==> src/rtl/memoria_dados_ctrl.sv <==
// Data-memory stage for the nRisc core: a DEPTH x DATA_W array behind a
// programmable wait-state FSM, with a combinational stall back to the core.
//
// Handshake: the core presents LerMem xor EscMem with Endereco/DadoEscrita and
// holds them stable while Ocupado is high. The access completes in the single
// cycle where Pronto is high; Ocupado is low in that cycle so the core advances
// at its closing edge. A request still visible during Pronto is the one that
// just completed and is not re-accepted. LerMem and EscMem together, or an
// address beyond DEPTH, completes immediately with ErroAcesso alongside Pronto.
module memoria_dados_ctrl #(
    parameter int DATA_W      = 8,
    parameter int ADDR_W      = 8,
    parameter int DEPTH       = 256,
    parameter int WAIT_STATES = 2
) (
    input  logic              Clock,
    input  logic              reset,
    input  logic              LerMem,
    input  logic              EscMem,
    input  logic [ADDR_W-1:0] Endereco,
    input  logic [DATA_W-1:0] DadoEscrita,
    output logic [DATA_W-1:0] LeDado,
    output logic              Pronto,
    output logic              Ocupado,
    output logic              ErroAcesso,
    output logic [1:0]        estado_dbg
);

    typedef enum logic [1:0] {
        OCIOSO  = 2'd0,
        ESPERA  = 2'd1,
        CONCLUI = 2'd2
    } estado_t;

    localparam int              IDX_W     = (DEPTH > 1) ? $clog2(DEPTH) : 1;
    localparam logic [ADDR_W:0] DEPTH_LIM = (ADDR_W + 1)'(DEPTH);
    localparam logic [2:0]      CNT_INI   = (WAIT_STATES > 0) ? 3'(WAIT_STATES - 1) : 3'd0;

    logic [DATA_W-1:0] mem [0:DEPTH-1];

    estado_t           estado, prox_estado;
    logic [2:0]        cnt, prox_cnt;
    logic [ADDR_W-1:0] end_q;
    logic [DATA_W-1:0] dado_q;
    logic              esc_q;
    logic              erro_q;

    logic              pedido;
    logic              aceita;
    logic              erro_novo;
    logic              entra_conclui;
    logic [ADDR_W-1:0] sel_end;
    logic              sel_esc;
    logic              sel_erro;

    // Request decode on the live core inputs.
    always_comb begin
        pedido    = LerMem ^ EscMem;
        aceita    = LerMem | EscMem;
        erro_novo = (LerMem & EscMem) | ({1'b0, Endereco} >= DEPTH_LIM);
    end

    // Next-state and wait counter.
    always_comb begin
        prox_estado = estado;
        prox_cnt    = cnt;
        case (estado)
            OCIOSO: begin
                if (aceita) begin
                    if (erro_novo || (WAIT_STATES == 0)) begin
                        prox_estado = CONCLUI;
                    end else begin
                        prox_estado = ESPERA;
                        prox_cnt    = CNT_INI;
                    end
                end
            end
            ESPERA: begin
                if (cnt == 3'd0) begin
                    prox_estado = CONCLUI;
                end else begin
                    prox_cnt = cnt - 3'd1;
                end
            end
            CONCLUI: prox_estado = OCIOSO;
            default: prox_estado = OCIOSO;
        endcase
    end

    // The read that lands on the CONCLUI entry edge comes straight from the
    // inputs when there are no wait states, otherwise from the latched copy.
    always_comb begin
        entra_conclui = (prox_estado == CONCLUI) && (estado != CONCLUI);
        if (estado == OCIOSO) begin
            sel_end  = Endereco;
            sel_esc  = EscMem & ~LerMem;
            sel_erro = erro_novo;
        end else begin
            sel_end  = end_q;
            sel_esc  = esc_q;
            sel_erro = erro_q;
        end
    end

    // State, counter, request latch and read-data register.
    always_ff @(posedge Clock or negedge reset) begin
        if (!reset) begin
            estado <= OCIOSO;
            cnt    <= 3'd0;
            end_q  <= '0;
            dado_q <= '0;
            esc_q  <= 1'b0;
            erro_q <= 1'b0;
            LeDado <= '0;
        end else begin
            estado <= prox_estado;
            cnt    <= prox_cnt;
            if (estado == OCIOSO && aceita) begin
                end_q  <= Endereco;
                dado_q <= DadoEscrita;
                esc_q  <= EscMem & ~LerMem;
                erro_q <= erro_novo;
            end
            if (entra_conclui) begin
                if (sel_erro) begin
                    LeDado <= '0;
                end else if (!sel_esc) begin
                    LeDado <= mem[sel_end[IDX_W-1:0]];
                end
            end
        end
    end

    // Array write commits on the edge leaving CONCLUI; a reset beforehand
    // forces OCIOSO and so drops the write.
    always_ff @(posedge Clock) begin
        if (estado == CONCLUI && esc_q && !erro_q) begin
            mem[end_q[IDX_W-1:0]] <= dado_q;
        end
    end

    // Status outputs decoded from the state register.
    always_comb begin
        Pronto     = (estado == CONCLUI);
        ErroAcesso = (estado == CONCLUI) && erro_q;
        Ocupado    = ((estado == OCIOSO) && pedido) || (estado == ESPERA);
        estado_dbg = estado;
    end

endmodule

==> config.mk <==
export PLATFORM = sky130hd
export DESIGN_NAME = memoria_dados_ctrl
export DESIGN_NICKNAME = d
export VERILOG_FILES = /design/src/rtl/memoria_dados_ctrl.sv
export SDC_FILE = /design/constraint.sdc
export NUM_CORES = 2
export LEC_CHECK = 0
export ABC_AREA = 1
export CAP_MARGIN = 5
export CORE_ASPECT_RATIO = 1.4
export CORE_UTILIZATION = 55
export CTS_BUF_LIST = sky130_fd_sc_hd__clkbuf_2
export CTS_CLUSTER_DIAMETER = 60
export CTS_CLUSTER_SIZE = 24
export DETAILED_ROUTE_END_ITERATION = 7
export PLACE_DENSITY = 0.68
export SLEW_MARGIN = 20
export SYNTH_ARGS = -nofsm -noshare
export SYNTH_HDL_FRONTEND = slang
export SYNTH_SLANG_ARGS = --single-unit
==> constraint.sdc <==
create_clock -name Clock -period 4.6 [get_ports Clock]
set_input_delay 1.38 -clock Clock [delete_from_list [all_inputs] [get_ports Clock]]
set_output_delay 1.38 -clock Clock [all_outputs]
set_load 0.05 [all_outputs]
==> results.py <==
metrics = {
    "synth": {
        "synth_fp_nets": 7365,
        "netlist_instances": 7340,
        "ys_types": 28,
        "post-synth-top-area-cell": "edfxtp_1",
        "synth_warnings": 0,
        "netlist_area_um2": 85300,
        "yosysSeqAreaShare_pct": 73.0,
        "syn_area_per_cell_um2": 11.6,
        "ys_seq_elements": 2079,
        "synth_top_cell_area_share_pct": 72.1,
        "synthTopCellsByArea": "edfxtp_1 72%, nand3_1 12%, nand2_1 9.7%, buf_2 1.6%, nor2_1 1.2%",
    },
    "critical_path": {
        "r2r_setup_slack_ns": 0.80,
        "startpoint_type": "flop",
        "end_kind": "primary output",
        "crit_path_cell_trace": "clkdlybuf4s50_1",
        "path_buf_inv": 1,
        "cp.arrival_ns": 3.09,
        "slowest_delay_ns": 0.92,
        "cp.required_ns": 3.22,
        "critPathMaxFanout": 2,
        "path_delay_family": "buffers and inverters",
        "crit_slowest_cell": "clkdlybuf4s50_1",
        "crit_type": "reg2out",
    },
    "sta": {
        "slew-limit-headroom_pct": 25.5,
        "period_share_pct": 97.3,
        "fin_crit_ns": 4.47,
        "slew_viol_final": 0,
        "setup_slack_ns": 0.125,
        "hold_ws_ns": 0.0851,
        "hold_viol": 0,
        "fmax_mhz": 223,
        "fin_tns_setup_ns": 0,
        "setup_violations": 0,
        "rsz0062_at_grt": "no",
        "tightest_slew_ns": 1.11,
        "clock_skew_ns": 0.195,
    },
    "power_and_ir_drop": {
        "power.density_nw_per_um2": 691,
        "finalPower_mw": 62.4,
        "p_leak_nw": 31.6,
        "worst_ir_drop_vdd_v": 0.000875,
    },
    "clock_network": {
        "clockBufferDepth": 3,
        "root_buffer": "clkbuf_2",
        "htreeDepth": 3,
        "clk_latency_ns": 1.79,
        "clock_sinks": 2079,
        "post_cts_buffers": 0,
        "clk_pin_slew_ns": 0.45,
        "cts_tree": "done",
        "numCtsBuffers": 113,
    },
    "floorplan": {
        "die-area_um2": 157000,
        "die_h_um": 468,
        "rows": 170,
        "initial_utilization_pct": 55.6,
        "io_pins": 33,
        "core-area_um2": 154000,
        "die_width_um": 335,
    },
    "layout": {
        "fillers": 12300,
        "final_cell_mix": "2,183 x nand2_1, 2,048 x edfxtp_1, 2,008 x nand3_1",
        "finalNonFillerCells": 9404,
        "layout_commonest_cell": "nand2_1",
        "fin_area_um2": 90400,
        "multi_input_area_um2": 19800,
        "seq_area_um2": 62300,
        "fin_util_pct": 58.8,
        "area_delta_synth_final_pct": 5.89,
        "layout.nets": 7281,
        "drive_gt1_share_pct": 6.54,
    },
    "grt": {
        "grt_antenna_before_repair": 6,
        "grt_usage_pct": 29.1,
        "grt_remaining_overflow": 0,
        "first_global_vias": 53300,
        "grt_max_degree": 147,
        "grt_pass1_wl_um": 338000,
    },
    "detailed_routing": {
        "drt-initial-drc-count": 6696,
        "drt_wl_total_um": 227000,
        "dr.pass1.iters": 8,
        "routed_via_density": 5.95,
        "drtAntennaViolNets": 0,
        "wire_per_inst_um": 24.2,
        "drcViolationCount": 0,
        "num_vias": 55900,
    },
    "placed_design": {
        "placed_area_um2": 88900,
        "dp_cells": 9201,
        "gp_congestion": 0.921,
        "hpwl_um": 139000,
        "place_ws_ns": 0.129,
        "io_buffer_count": 32,
    },
    "flow_run": {
        "cap_violations": 0,
    },
    "status": {
        "status": "completed",
    },
    "min_path": {
        "hp-class": "in2async",
    },
}
## worst paths after layout
kind                                start         end  depth (start not counted)
min                                 reset    end_q[1]                          2
min reg2reg                        cnt[0]      cnt[0]                          1
max in group asynchronous           reset   dado_q[4]                          2
min in group Clock         DadoEscrita[7]   dado_q[7]                          3
max reg2reg                 estado_dbg[1]  mem[12][3]                          9
max                             LeDado[2]   LeDado[2]                          1
## repair_timing
action | CTS | global route
endpoints found under the hold margin | 34 | 0
hold buffers | 4 | 0
endpoints found under the setup margin | 10 | 0
resized for setup | 12 | 0
## final cells by class
class	instances	share of cell area, %
Sequential cell	2079	69.0
Antenna cell	4	0.0111
Multi-Input combinational cell	4537	21.9
Timing Repair Buffer	279	3.62
Inverter	246	1.03
Clock inverter	65	0.857
Clock buffer	130	0.720
Tap cell	2064	2.86
## power by group
part           internal (mW)  switching, mW  leakage, nW
combinational           8.78           22.0         11.8
clock                   1.51           5.72        0.880
sequential              23.6          0.818         18.9
total                   33.9           28.5         31.6
## synthesized netlist by cell type
cell,instances
nor3_1,2
o21ai_2,2
inv_1,243
nand2_1,2195
a21oi_1,3
nor2_4,1
o21ai_1,4
o211ai_1,7
a22o_1,1
buf_1,27
nand3_1,2008
nand2_4,3
buf_2,269
or2_2,1
ha_1,5
o21ai_0,18
edfxtp_1,2048
dfrtp_1,31
xor2_1,1
o22ai_1,1
inv_2,3
nand2_2,4
nor2_1,280
buf_4,44
buf_6,15
clkbuf_2,1
nor2_2,1
clkbuf_1,122
## logic make-up after synthesis
family,count (synthesis),share of synthesized area (%)
compound gates,36,0.246
xor+xnor,1,0.0103
fa+ha+maj,5,0.0733
buf+inv,724,3.91
flops,2079,73.0
simple gates,4495,22.8
## state kept, by name, indices dropped and copies added, names as in the netlist
signal      flops
dado_q          8
end_q           8
cnt             3
esc_q           1
mem          2048
LeDado          8
estado_dbg      2
erro_q          1
## metal layers
layer  GRT usage, %  part of all wire (%)  vias to the layer above  routed length [um]
met3           3.75                   8.3                      508               18800
met4           14.2                   5.3                        4               12000
li1               -                     -                    25400                   -
met1           37.6                    37                    27300               84700
met2           48.6                    49                     2667              112000
met5              0                 0.012                        -                  27
(Power assumes the default switching activity.)
